--- config.mk ---
export PLATFORM = sky130hd
export DESIGN_NAME = ssp_tx_serializer_flat
export DESIGN_NICKNAME = d
export VERILOG_FILES = /design/src/rtl/ssp_tx_serializer_if.sv /design/src/rtl/ssp_tx_serializer.sv /design/src/flat_wrapper.sv
export SDC_FILE = /design/constraint.sdc
export NUM_CORES = 1
export LEC_CHECK = 0
export ABC_CLOCK_PERIOD_IN_PS = 1800
export CAP_MARGIN = 5
export CORE_ASPECT_RATIO = 1.2
export CORE_MARGIN = 2
export CORE_UTILIZATION = 52
export DETAILED_ROUTE_END_ITERATION = 8
export MAX_ROUTING_LAYER = met4
export PLACE_DENSITY_LB_ADDON = 0.15
export SLEW_MARGIN = 20
export SYNTH_ARGS = -nofsm -noshare
export SYNTH_HDL_FRONTEND = slang
export SYNTH_SLANG_ARGS = --single-unit
--- constraint.sdc ---
create_clock -name clk_i -period 1.8 [get_ports clk_i]
set_input_delay 0.18 -clock clk_i [delete_from_list [all_inputs] [get_ports clk_i]]
set_output_delay 0.18 -clock clk_i [all_outputs]
set_load 0.02 [all_outputs]
--- src/rtl/ssp_tx_serializer_if.sv ---
// Signal bundle between the TX serializer, the fifo_4 read port and the SSP pins.
// The master side is the serializer; the slave side is the fifo/pin environment.
interface ssp_tx_serializer_if #(
  parameter int DATA_W = 8
);
  logic              fifo_empty_i;
  logic [DATA_W-1:0] fifo_d_i;
  logic              fifo_rd_o;
  logic              sspclkout_o;
  logic              sspfssout_o;
  logic              ssptxd_o;
  logic              busy_o;
  logic              tx_done_o;

  modport master (
    input  fifo_empty_i,
    input  fifo_d_i,
    output fifo_rd_o,
    output sspclkout_o,
    output sspfssout_o,
    output ssptxd_o,
    output busy_o,
    output tx_done_o
  );

  modport slave (
    output fifo_empty_i,
    output fifo_d_i,
    input  fifo_rd_o,
    input  sspclkout_o,
    input  sspfssout_o,
    input  ssptxd_o,
    input  busy_o,
    input  tx_done_o
  );
endinterface

--- src/rtl/ssp_tx_serializer.sv ---
// SSP transmit serializer: pops fifo_4 words and sends TI-format frames (fss pulse, then DATA_W bits).
// Optional build macro SSP_TX_LSB_FIRST_EN selects LSB-first transmission; default is MSB first.
module ssp_tx_serializer #(
  parameter int DATA_W  = 8,
  parameter int CLK_DIV = 2
) (
  input  logic                   clk_i,
  input  logic                   rst_i,
  ssp_tx_serializer_if.master    bus
);

  localparam int T     = 2 * CLK_DIV;
  localparam int DIV_W = (T > 1) ? $clog2(T) : 1;
  localparam int BIT_W = (DATA_W > 1) ? $clog2(DATA_W) : 1;

  localparam logic [DIV_W-1:0] DIV_LAST = DIV_W'(T - 1);
  localparam logic [DIV_W-1:0] DIV_HALF = DIV_W'(CLK_DIV);
  localparam logic [BIT_W-1:0] BIT_LAST = BIT_W'(DATA_W - 1);

  typedef enum logic [1:0] {
    IDLE  = 2'd0,
    FRAME = 2'd1,
    SHIFT = 2'd2
  } state_t;

  state_t            state_r;
  logic [DIV_W-1:0]  div_cnt_r;
  logic [BIT_W-1:0]  bit_cnt_r;
  logic [DATA_W-1:0] shreg_r;
  logic              fifo_rd_r;
  logic              sclk_r;
  logic              fss_r;
  logic              txd_r;
  logic              busy_r;
  logic              done_r;
  logic              tx_bit_s;

`ifdef SSP_TX_LSB_FIRST_EN
  assign tx_bit_s = shreg_r[0];

  function automatic logic [DATA_W-1:0] shift_next(input logic [DATA_W-1:0] value);
    return {1'b0, value[DATA_W-1:1]};
  endfunction
`else
  assign tx_bit_s = shreg_r[DATA_W-1];

  function automatic logic [DATA_W-1:0] shift_next(input logic [DATA_W-1:0] value);
    return {value[DATA_W-2:0], 1'b0};
  endfunction
`endif

  // Frame FSM, divider/bit counters, shift register and registered pin outputs.
  always_ff @(posedge clk_i or posedge rst_i) begin
    if (rst_i) begin
      state_r   <= IDLE;
      div_cnt_r <= '0;
      bit_cnt_r <= '0;
      shreg_r   <= '0;
      fifo_rd_r <= 1'b0;
      sclk_r    <= 1'b0;
      fss_r     <= 1'b0;
      txd_r     <= 1'b0;
      busy_r    <= 1'b0;
      done_r    <= 1'b0;
    end else begin
      // Pins show the previous cycle's state, so fss starts the cycle after the pop strobe.
      busy_r    <= (state_r != IDLE);
      fss_r     <= (state_r == FRAME);
      sclk_r    <= (state_r != IDLE) && (div_cnt_r < DIV_HALF);
      txd_r     <= (state_r == SHIFT) ? tx_bit_s : 1'b0;
      fifo_rd_r <= 1'b0;
      done_r    <= 1'b0;

      case (state_r)
        IDLE: begin
          div_cnt_r <= '0;
          bit_cnt_r <= '0;
          if (!bus.fifo_empty_i) begin
            fifo_rd_r <= 1'b1;
            shreg_r   <= bus.fifo_d_i;
            state_r   <= FRAME;
          end else begin
            state_r   <= IDLE;
          end
        end

        FRAME: begin
          if (div_cnt_r == DIV_LAST) begin
            div_cnt_r <= '0;
            bit_cnt_r <= '0;
            state_r   <= SHIFT;
          end else begin
            div_cnt_r <= div_cnt_r + DIV_W'(1);
          end
        end

        SHIFT: begin
          if (div_cnt_r == DIV_LAST) begin
            div_cnt_r <= '0;
            shreg_r   <= shift_next(shreg_r);
            if (bit_cnt_r == BIT_LAST) begin
              done_r    <= 1'b1;
              bit_cnt_r <= '0;
              // Back-to-back frames: the next word is popped on the last-bit edge.
              if (!bus.fifo_empty_i) begin
                fifo_rd_r <= 1'b1;
                shreg_r   <= bus.fifo_d_i;
                state_r   <= FRAME;
              end else begin
                state_r   <= IDLE;
              end
            end else begin
              bit_cnt_r <= bit_cnt_r + BIT_W'(1);
            end
          end else begin
            div_cnt_r <= div_cnt_r + DIV_W'(1);
          end
        end

        default: begin
          state_r   <= IDLE;
          div_cnt_r <= '0;
          bit_cnt_r <= '0;
        end
      endcase
    end
  end

  assign bus.fifo_rd_o   = fifo_rd_r;
  assign bus.sspclkout_o = sclk_r;
  assign bus.sspfssout_o = fss_r;
  assign bus.ssptxd_o    = txd_r;
  assign bus.busy_o      = busy_r;
  assign bus.tx_done_o   = done_r;

endmodule

--- src/flat_wrapper.sv ---
// flat-port wrapper written by rule: the top's interface ports become plain ports
module ssp_tx_serializer_flat 
#(
  parameter int DATA_W  = 8,
  parameter int CLK_DIV = 2
)
  (clk_i, rst_i, bus_fifo_empty_i, bus_fifo_d_i, bus_fifo_rd_o, bus_sspclkout_o, bus_sspfssout_o, bus_ssptxd_o, bus_busy_o, bus_tx_done_o);
  ssp_tx_serializer_if #(.DATA_W(DATA_W)) bus_i ();
  input  logic clk_i;
  input  logic rst_i;
  input wire logic [$bits(bus_i.fifo_empty_i)-1:0] bus_fifo_empty_i;
  input wire logic [$bits(bus_i.fifo_d_i)-1:0] bus_fifo_d_i;
  output wire logic [$bits(bus_i.fifo_rd_o)-1:0] bus_fifo_rd_o;
  output wire logic [$bits(bus_i.sspclkout_o)-1:0] bus_sspclkout_o;
  output wire logic [$bits(bus_i.sspfssout_o)-1:0] bus_sspfssout_o;
  output wire logic [$bits(bus_i.ssptxd_o)-1:0] bus_ssptxd_o;
  output wire logic [$bits(bus_i.busy_o)-1:0] bus_busy_o;
  output wire logic [$bits(bus_i.tx_done_o)-1:0] bus_tx_done_o;
  assign bus_i.fifo_empty_i = bus_fifo_empty_i;
  assign bus_i.fifo_d_i = bus_fifo_d_i;
  assign bus_fifo_rd_o = bus_i.fifo_rd_o;
  assign bus_sspclkout_o = bus_i.sspclkout_o;
  assign bus_sspfssout_o = bus_i.sspfssout_o;
  assign bus_ssptxd_o = bus_i.ssptxd_o;
  assign bus_busy_o = bus_i.busy_o;
  assign bus_tx_done_o = bus_i.tx_done_o;
  ssp_tx_serializer #(.DATA_W(DATA_W), .CLK_DIV(CLK_DIV)) u_core (.clk_i(clk_i), .rst_i(rst_i), .bus(bus_i));
endmodule
After elaboration in Yosys (flattened, before gate mapping). Index checks and enable logic that the tools add are counted.

Output and inout bits: 6. Bits of input ports: 11. Register bits: 21.

Equality and inequality tests: 8. Add/sub/neg operators: 2. Multiplexer cells: 24. Reduce and logical (&&, ||, !) cells: 8. Order comparisons: 1.

Operators with widths (number): 8-bit two-way mux (4); 8-bit one-hot mux with 2 select lines (1); 2-bit two-way mux (5); 3-bit two-way mux (3); 1-bit two-way mux (8); 2-bit != test (second input constant) (4); 2-bit one-hot mux with 3 select lines (1); 3-bit one-hot mux with 2 select lines (1); 3-bit AND reduction (2); 2-bit == test (second input constant) (2); 2-bit nonzero test (2); 3-bit by 1-bit adder with 3-bit output (second input constant) (1); 3-bit == test (second input constant) (1); 2-bit by 1-bit adder with 2-bit output (second input constant) (1); 2-bit by 1-bit == test with 1-bit output (second input constant) (1); 2-bit zero test (1); 2-bit less-than comparator (second input constant) (1); 1-bit one-hot mux with 2 select lines (1); 2-bit AND reduction (1); 2-bit OR reduction (1); 1-bit logical AND (1).

Logic depth before layout (Yosys ltp). Gate-level depths: netlist of the first run.

Depth in word-level cells: 4. Depth in mapped cells: 6. Depth with buffers taken out: 5.

Least setup slack after synthesis of the first run. OpenSTA, ideal clock, no wires.

Path kind: reg2reg. From: reg u_core.state_r[0]. To: reg u_core.shreg_r[1]. Path buffers: 1. Stages on the path, launching flop included: 7. Clock period less this slack: 1.517 ns. Slack: 0.283 ns. Arrival: 1.436 ns. Cells stage by stage: dfrtp_1 > inv_1 > ha_1 > mux2_4 > and2_4 > buf_6 > a31oi_2.

Cells in the longest elaborated chain, start to end: 3. Elaborated cells between the ends (all ways): 7.

Ends and longest elaborated chain: start: declaration (RTL line ssp_tx_serializer.sv:26) `state_t state_r;`; start signal: assignment (RTL line ssp_tx_serializer.sv:55) `state_r <= IDLE;`; start signal: assignment (RTL line ssp_tx_serializer.sv:81) `state_r <= FRAME;`; start signal: assignment (RTL line ssp_tx_serializer.sv:83) `state_r <= IDLE;`; 2-bit == test or 2-bit zero test (tied branches) (RTL line ssp_tx_serializer.sv:74) `case (state_r)`; 2-bit != test (no line) or 2-bit nonzero test (tied branches); 3-bit AND reduction (no line); end signal: assignment (RTL line ssp_tx_serializer.sv:80) `shreg_r <= bus.fifo_d_i;`; end signal: assignment (RTL line ssp_tx_serializer.sv:100) `shreg_r <= shift_next(shreg_r);`; end signal: assignment (RTL line ssp_tx_serializer.sv:107) `shreg_r <= bus.fifo_d_i;`; end: declaration (RTL line ssp_tx_serializer.sv:29) `logic [DATA_W-1:0] shreg_r;`.

Parallel ways exist; a longest one is shown, timed or not. A chain may end at the register's enable or synchronous reset.

Final worst setup path of the first run.
From: reg u_core.bit_cnt_r[0]. To: reg u_core.shreg_r[1].

Cells in the longest elaborated chain, start to end: 4.

Ends and longest elaborated chain: start: declaration (RTL line ssp_tx_serializer.sv:28) `logic [BIT_W-1:0] bit_cnt_r;`; start signal: assignment (RTL line ssp_tx_serializer.sv:113) `bit_cnt_r <= bit_cnt_r + BIT_W'(1);`; 3-bit == test (RTL line ssp_tx_serializer.sv:101) `if (bit_cnt_r == BIT_LAST) begin`; 8-bit two-way mux (RTL line ssp_tx_serializer.sv:101); 8-bit two-way mux (RTL line ssp_tx_serializer.sv:98) `if (div_cnt_r == DIV_LAST) begin`; 8-bit one-hot mux with 2 select lines (RTL line ssp_tx_serializer.sv:74).

Every way passes these cells. The select of a mux whose other input is x is not followed.

==> results of run 1 <==
## registers in the layout, summed over array words and instances, names as in the netlist, 2 cells and up
name / flops
u_core.state_r: 2
u_core.bit_cnt_r: 3
u_core.shreg_r: 8
u_core.div_cnt_r: 2
## layout make-up
type	count	area (um2)
Fill cell	154	731
Sequential cell	21	526
Tap cell	20	25.0
Multi-Input combinational cell	63	510
Inverter	9	33.8
Clock buffer	4	26.3
Timing Repair Buffer	18	175
## worst max-delay path, cell delays in order, from the launching register on
cell     delay (ns)
dfrtp_1        0.42
ha_1           0.21
ha_1           0.23
nor2b_4        0.18
or3_1          0.33
a31oi_2        0.16
## path summary, 6_finish.rpt
path / from / to / cells past startpoint
max reg2reg: u_core.bit_cnt_r[0]$_DFFE_PP0P_ / u_core.shreg_r[1]$_DFFE_PP0P_ / 5
min reg2reg: u_core.div_cnt_r[1]$_DFF_PP0_ / u_core.bus.sspclkout_o$_DFF_PP0_ / 1
max in group asynchronous: rst_i / u_core.bus.sspclkout_o$_DFF_PP0_ / 3
min: rst_i / u_core.shreg_r[6]$_DFFE_PP0P_ / 3
max: u_core.bit_cnt_r[0]$_DFFE_PP0P_ / u_core.shreg_r[1]$_DFFE_PP0P_ / 5
min in group clk_i: u_core.div_cnt_r[1]$_DFF_PP0_ / u_core.bus.sspclkout_o$_DFF_PP0_ / 1
## stage by stage
stage | utilization (%) | instances | total power [mW] | hold slack [ns]
3_5_place_dp | 62.5 | 131 | 1.66 | 0.423
3_3_place_gp | 62.5 | 131 | 1.63 | 0.413
5_1_grt | 64.0 | 135 | 2.03 | 0.245
6_report | 64.0 | 135 | 1.87 | 0.194
4_1_cts | 63.8 | 135 | 1.88 | 0.204
2_1_floorplan | - | 97 | 1.43 | 0.157
## Yosys cell counts
master     count
o21ai_0        9
mux2_2         1
buf_2          1
a21oi_1        9
o22ai_1        1
a22o_1         2
nor2b_4        1
nor3b_1        1
mux2_4         1
and2_4         1
a31oi_2        7
nor2b_2        1
nor2_1         2
mux2i_1        3
inv_1          9
o21ai_2        1
and2_1         2
nand3b_1       6
o2111ai_1      1
nand2_1        3
nand3_1        1
clkbuf_1       1
buf_6          2
or3_1          1
nand2b_1       1
dfrtp_1       21
ha_1           8
## power by group
group | internal, mW | leakage, nW | switching (mW)
clock | 0.0861 | 0.0150 | 0.138
sequential | 0.651 | 0.262 | 0.0861
combinational | 0.414 | 0.281 | 0.491
## cell families after synthesis
| family | Yosys count | share of synthesized area [%] |
|---|---|---|
| AOI/OAI and AO/OA | 30 | 19.9 |
| adders and majority gates | 8 | 9.11 |
| muxes | 5 | 5.12 |
| and+or+nand+nor | 20 | 12.1 |
| DFF | 21 | 47.8 |
| buffers and inverters | 13 | 5.92 |
## per-layer routing
| layer | vias up | wire [um] |
|---|---|---|
| met1 | 383 | 860 |
| met5 | - | 0 |
| met3 | 2 | 60 |
| met4 | 0 | 13 |
| met2 | 12 | 899 |
| li1 | 377 | - |
==> flow_summary.ini, run 1 <==
[place]
dpl_cell_area_mm2 = 0.00127
preCtsSetupSlack_ns = 0.0962
port_buffers = 16
finalWeightedCongestion = 0.759
dp_hpwl_um = 1340

[sta]
slew_violations = 0
setup_tns_ns = 0
rsz0062_at_grt = false
period_minus_slack_ns = 1.61
fmax_mhz = 621
worst_slew_pin_slew_ns = 0.351
timing.final.crit_share_pct = 89.4
maxSlewHeadroom_pct = 76.6
setup_viol = 0
skew_ns = 0.00995
finalHoldViolCount = 0
worst_slack_ns = 0.191

[floorplanning]
fp.dieW_um = 46.0
top_level_ports = 17
die-height_um = 54.4
core_mm2 = 0.00203
die-area_mm2 = 0.00250
start_util_pct = 54.2
std_cell_rows = 18

[cts]
cts_sinks = 21
tritoncts = yes
cts_resized = 0
clock_path_buffers = 2
clkLatencyLatePin_ns = 0.30
cts_buffers = 3
postCtsHoldBufs = 0
cts.reportedPaths.clkPinSlew_ns = 0.12
post_cts_buffers = 0
htree_levels = 1
clockRootBuffer = clkbuf_4

[job]
drv_cap = 0

[global_routing]
grt_pass1_vias = 725
track_usage_pct = 18.1
antenna_found_initial = 0
global_route.usage.met3_pct = 2.97
busiest_layer = met2
grt_start_max_net_pins = 22
grtUsageMet1_pct = 23.3
grt_remaining_overflow = 0
grt_pass1_wl_um = 3190
use_met2_pct = 28.7

[synth]
yosys.area.top_type = dfrtp_1
synth-warning-count = 0
synth_area_mm2 = 0.00110
synth_nets = 116
ys_seq_area_share_pct = 47.8
yosys.area.top_type_share_pct = 47.8
syn_inst = 97
synth_seq_cells = 21
ys_types = 27
syn_avg_cell_area_um2 = 11.3
synth.area.top_cells = dfrtp_1 48%, ha_1 9.1%, a31oi_2 8.0%

[final_layout]
final_nets = 135
final_area_mm2 = 0.00130
n_antenna_cell = 0
syn2layout_area_growth_pct = 18.0
drive_gt1_share_pct = 16.5
final_common_cell = dfrtp_1
final_cell_mix = 21 x dfrtp_1, 16 x clkdlybuf4s50_1, 9 x a21oi_1, 9 x inv_1, 9 x o21ai_0

[routing]
drc = 0
vias = 774
drt_pass1_iterations = 4
wirelength_um = 1830
antenna_left = 0
drt-wirelength-per-cell_um = 13.6
drt_iter0_drc = 13
vias_per_cell = 5.73

[worst_setup_path]
r2r_slack_ns = 0.19
startpoint_type = flop
worstPathRequired_ns = 2.02
timing_worst_setup_path_type = reg2reg
cp-end-kind = flop
critPathMaxFanout = 15
arrival_ns = 1.83

[power_and_ir_drop]
irDropWorstVdd_mv = 0.829
power_leakage_nw = 0.558
p_per_area_mw_per_mm2 = 1440

[worst_hold_path]
hp-class = in2async

[status]
status = complete, no violations
(Power assumes the default switching activity.)
==> run 2, diff against run 1 <==
Settings changed: SETUP_SLACK_MARGIN set to 0.05.
==> results of run 2 <==
No change in the layout: final DEF, timing and power equal those of run 1.
==> run 3, diff against run 2 <==
Settings changed: ABC_AREA set to 1, HOLD_SLACK_MARGIN set to 0.03.
==> run 3 against run 2 <==
Design area increased by 1.6%; critical path depth increased by 3; via count increased by 4.3%; first-iteration DRC count increased by 31%; clock power about the same; area after synthesis increased by 1.7%; largest cell class unchanged; utilization increased by 0.34 points; highest routed layer unchanged; global-route usage about the same; critical path type unchanged.
==> flow_summary.ini, run 3 <==
[floorplanning]
fp.dieW_um = 46.3
start_util_pct = 54.5
core_mm2 = 0.00205
std_cell_rows = 18
die-height_um = 54.8
die-area_mm2 = 0.00254
top_level_ports = 17

[power_and_ir_drop]
seqPwrFrac_pct = 39.2
sw_frac_of_total_pct = 41.3
p_int_mw = 1.11
p_clk_share_pct = 11.9
irDropWorstVdd_mv = 0.804
p_sw_mw = 0.780
p_per_area_mw_per_mm2 = 1430
power_leakage_nw = 0.667
p_comb_share_pct = 48.8

[final_layout]
n_fill_cell = 172
syn2layout_area_growth_pct = 17.9
n_antenna_cell = 0
final_nets = 158
largest_reg_flops = 8
final_common_cell = nand2_1
top_regs = u_core.shreg_r: 8 flops, u_core.bit_cnt_r: 3 flops
post-route-util_pct = 64.3
drive_gt1_share_pct = 10.1
top_register = u_core.shreg_r
final_cell_mix = 31 x nand2_1, 21 x dfrtp_1, 18 x inv_1

[sta]
skew_ns = 0.00129
finalHoldViolCount = 0
rsz0062_at_grt = false
worst_slew_pin_slew_ns = 0.354
slew_violations = 0
maxSlewHeadroom_pct = 76.4
setup_tns_ns = 0
fmax_mhz = 640
period_minus_slack_ns = 1.56
setup_viol = 0
timing.final.crit_share_pct = 86.9

[worst_setup_path]
arrival_ns = 1.77
cp-end-kind = flop
startpoint_type = flop
timing_worst_setup_path_type = reg2reg
worstPathRequired_ns = 2.01
critPathMaxFanout = 12

[cts]
cts_buffers = 3
post_cts_buffers = 0
clockRootBuffer = clkbuf_4
cts.reportedPaths.clkPinSlew_ns = 0.11
htree_levels = 1
cts_sinks = 21
clkLatencyLatePin_ns = 0.30
postCtsHoldBufs = 0
clock_path_buffers = 2
tritoncts = yes

[synth]
synth_seq_cells = 21
async_flop_share_pct = 100
ys_types = 20
synth.area.top_cells = dfrtp_1 47%, nand2_1 10%, ha_1 9.0%
synth_area_mm2 = 0.00112
synth-warning-count = 0
yosysMostFrequentCell = nand2_1
synth_edf_count = 0
syn_avg_cell_area_um2 = 9.31
syn_inst = 120
synth_nets = 139
ys_seq_area_share_pct = 47.0
yosys.area.top_type = dfrtp_1
synth_flop_cell = dfrtp_1
ys_top_cells_by_count = 31 x nand2_1, 21 x dfrtp_1, 18 x inv_1, 10 x nand3_1, 9 x nand3b_1
yosys.area.top_type_share_pct = 47.0

[place]
finalWeightedCongestion = 0.798
port_buffers = 16
dp_hpwl_um = 1370

[status]
status = complete, no violations

[routing]
drc = 0
antenna_left = 0
vias_per_cell = 4.80
vias = 807
wirelength_um = 1870
drt_iter0_drc = 17
drt-wirelength-per-cell_um = 11.1
drt_pass1_iterations = 4

[global_routing]
grt_start_max_net_pins = 22
track_usage_pct = 18.0
grt_remaining_overflow = 0
grt_pass1_vias = 742
grt_pass1_wl_um = 3080
antenna_found_initial = 0

[job]
drv_cap = 0

[worst_hold_path]
hp-class = in2async
[run 3: power groups by stage]
stage	Combinational [mW]	Clock, mW	Sequential, mW
finish	0.922	0.225	0.741
global route	1.05	0.256	0.758
CTS	0.933	0.234	0.742
global placement	0.918	0	0.745
detailed placement	0.928	0	0.754
floorplan	0.675	0	0.788
[run 3: path summary, 6_finish.rpt]
path	cells after the start	from	end	slack [ns]
worst min register to register	1	u_core.div_cnt_r[1]$_DFF_PP0_	u_core.bus.sspclkout_o$_DFF_PP0_	0.43
worst max-delay path	8	u_core.bit_cnt_r[0]$_DFFE_PP0P_	u_core.shreg_r[6]$_DFFE_PP0P_	0.24
worst max register to register	8	u_core.bit_cnt_r[0]$_DFFE_PP0P_	u_core.shreg_r[6]$_DFFE_PP0P_	0.24
min in group clk_i	3	bus_fifo_d_i[0]	u_core.shreg_r[0]$_DFFE_PP0P_	0.42
worst min-delay path	3	rst_i	u_core.bus.ssptxd_o$_DFF_PP0_	0.19
max in group asynchronous	3	rst_i	u_core.bus.busy_o$_DFF_PP0_	1.39
[run 3: worst max-delay path: stages (launching register included)]
cell and delay, ns:
dfrtp_1 0.42, ha_1 0.22, ha_1 0.22, inv_1 0.12, nand2_4 0.12, nand2_2 0.17
nand2_1 0.07, nand3_1 0.08, nand2_1 0.05
[run 3: logic make-up after synthesis]
kind of cell | after synthesis | share of synthesized area (%)
simple gates | 60 | 27.3
buf+inv | 22 | 9.41
flops | 21 | 47.0
compound gates | 9 | 7.28
fa+ha+maj | 8 | 8.96
[run 3: repair_timing]
action / 4_1_cts / 5_1_grt
hold endpoints to repair: 0 / 0
gates resized for setup: 0 / 1
endpoints found under the setup margin: 0 / 8
[run 3: stage by stage]
| stage | instance area (um2) | hold slack, ns | worst slack [ns] | power, mW | std cells |
|---|---|---|---|---|---|
| after CTS | 1320 | 0.195 | 0.132 | 1.91 | 168 |
| after detailed placement | 1290 | 0.420 | 0.152 | 1.68 | 164 |
| after floorplan | 1120 | 0.157 | 0.456 | 1.46 | 120 |
| after global placement | 1290 | 0.412 | 0.210 | 1.66 | 164 |
| after global routing | 1320 | 0.227 | 0.0533 | 2.07 | 168 |
| final | 1320 | 0.194 | 0.237 | 1.89 | 168 |
[run 3: final cells by class]
cell class                      instances  area [um2]  share of cell area (%)
Clock buffer                            4        26.3                    1.99
Inverter                               19        71.3                    5.41
Multi-Input combinational cell         77         489                    37.1
Sequential cell                        21         526                    39.9
Tap cell                               30        37.5                    2.85
Timing Repair Buffer                   17         168                    12.7
[run 3: metal layers]
| layer | global-route usage [%] | vias to the layer above | wire [um] |
|---|---|---|---|
| met3 | 3.96 | 2 | 86 |
| met5 | - | - | 0 |
| met2 | 29.6 | 16 | 956 |
| met4 | 8.57 | 0 | 14 |
| li1 | - | 414 | - |
| met1 | 20.6 | 375 | 812 |
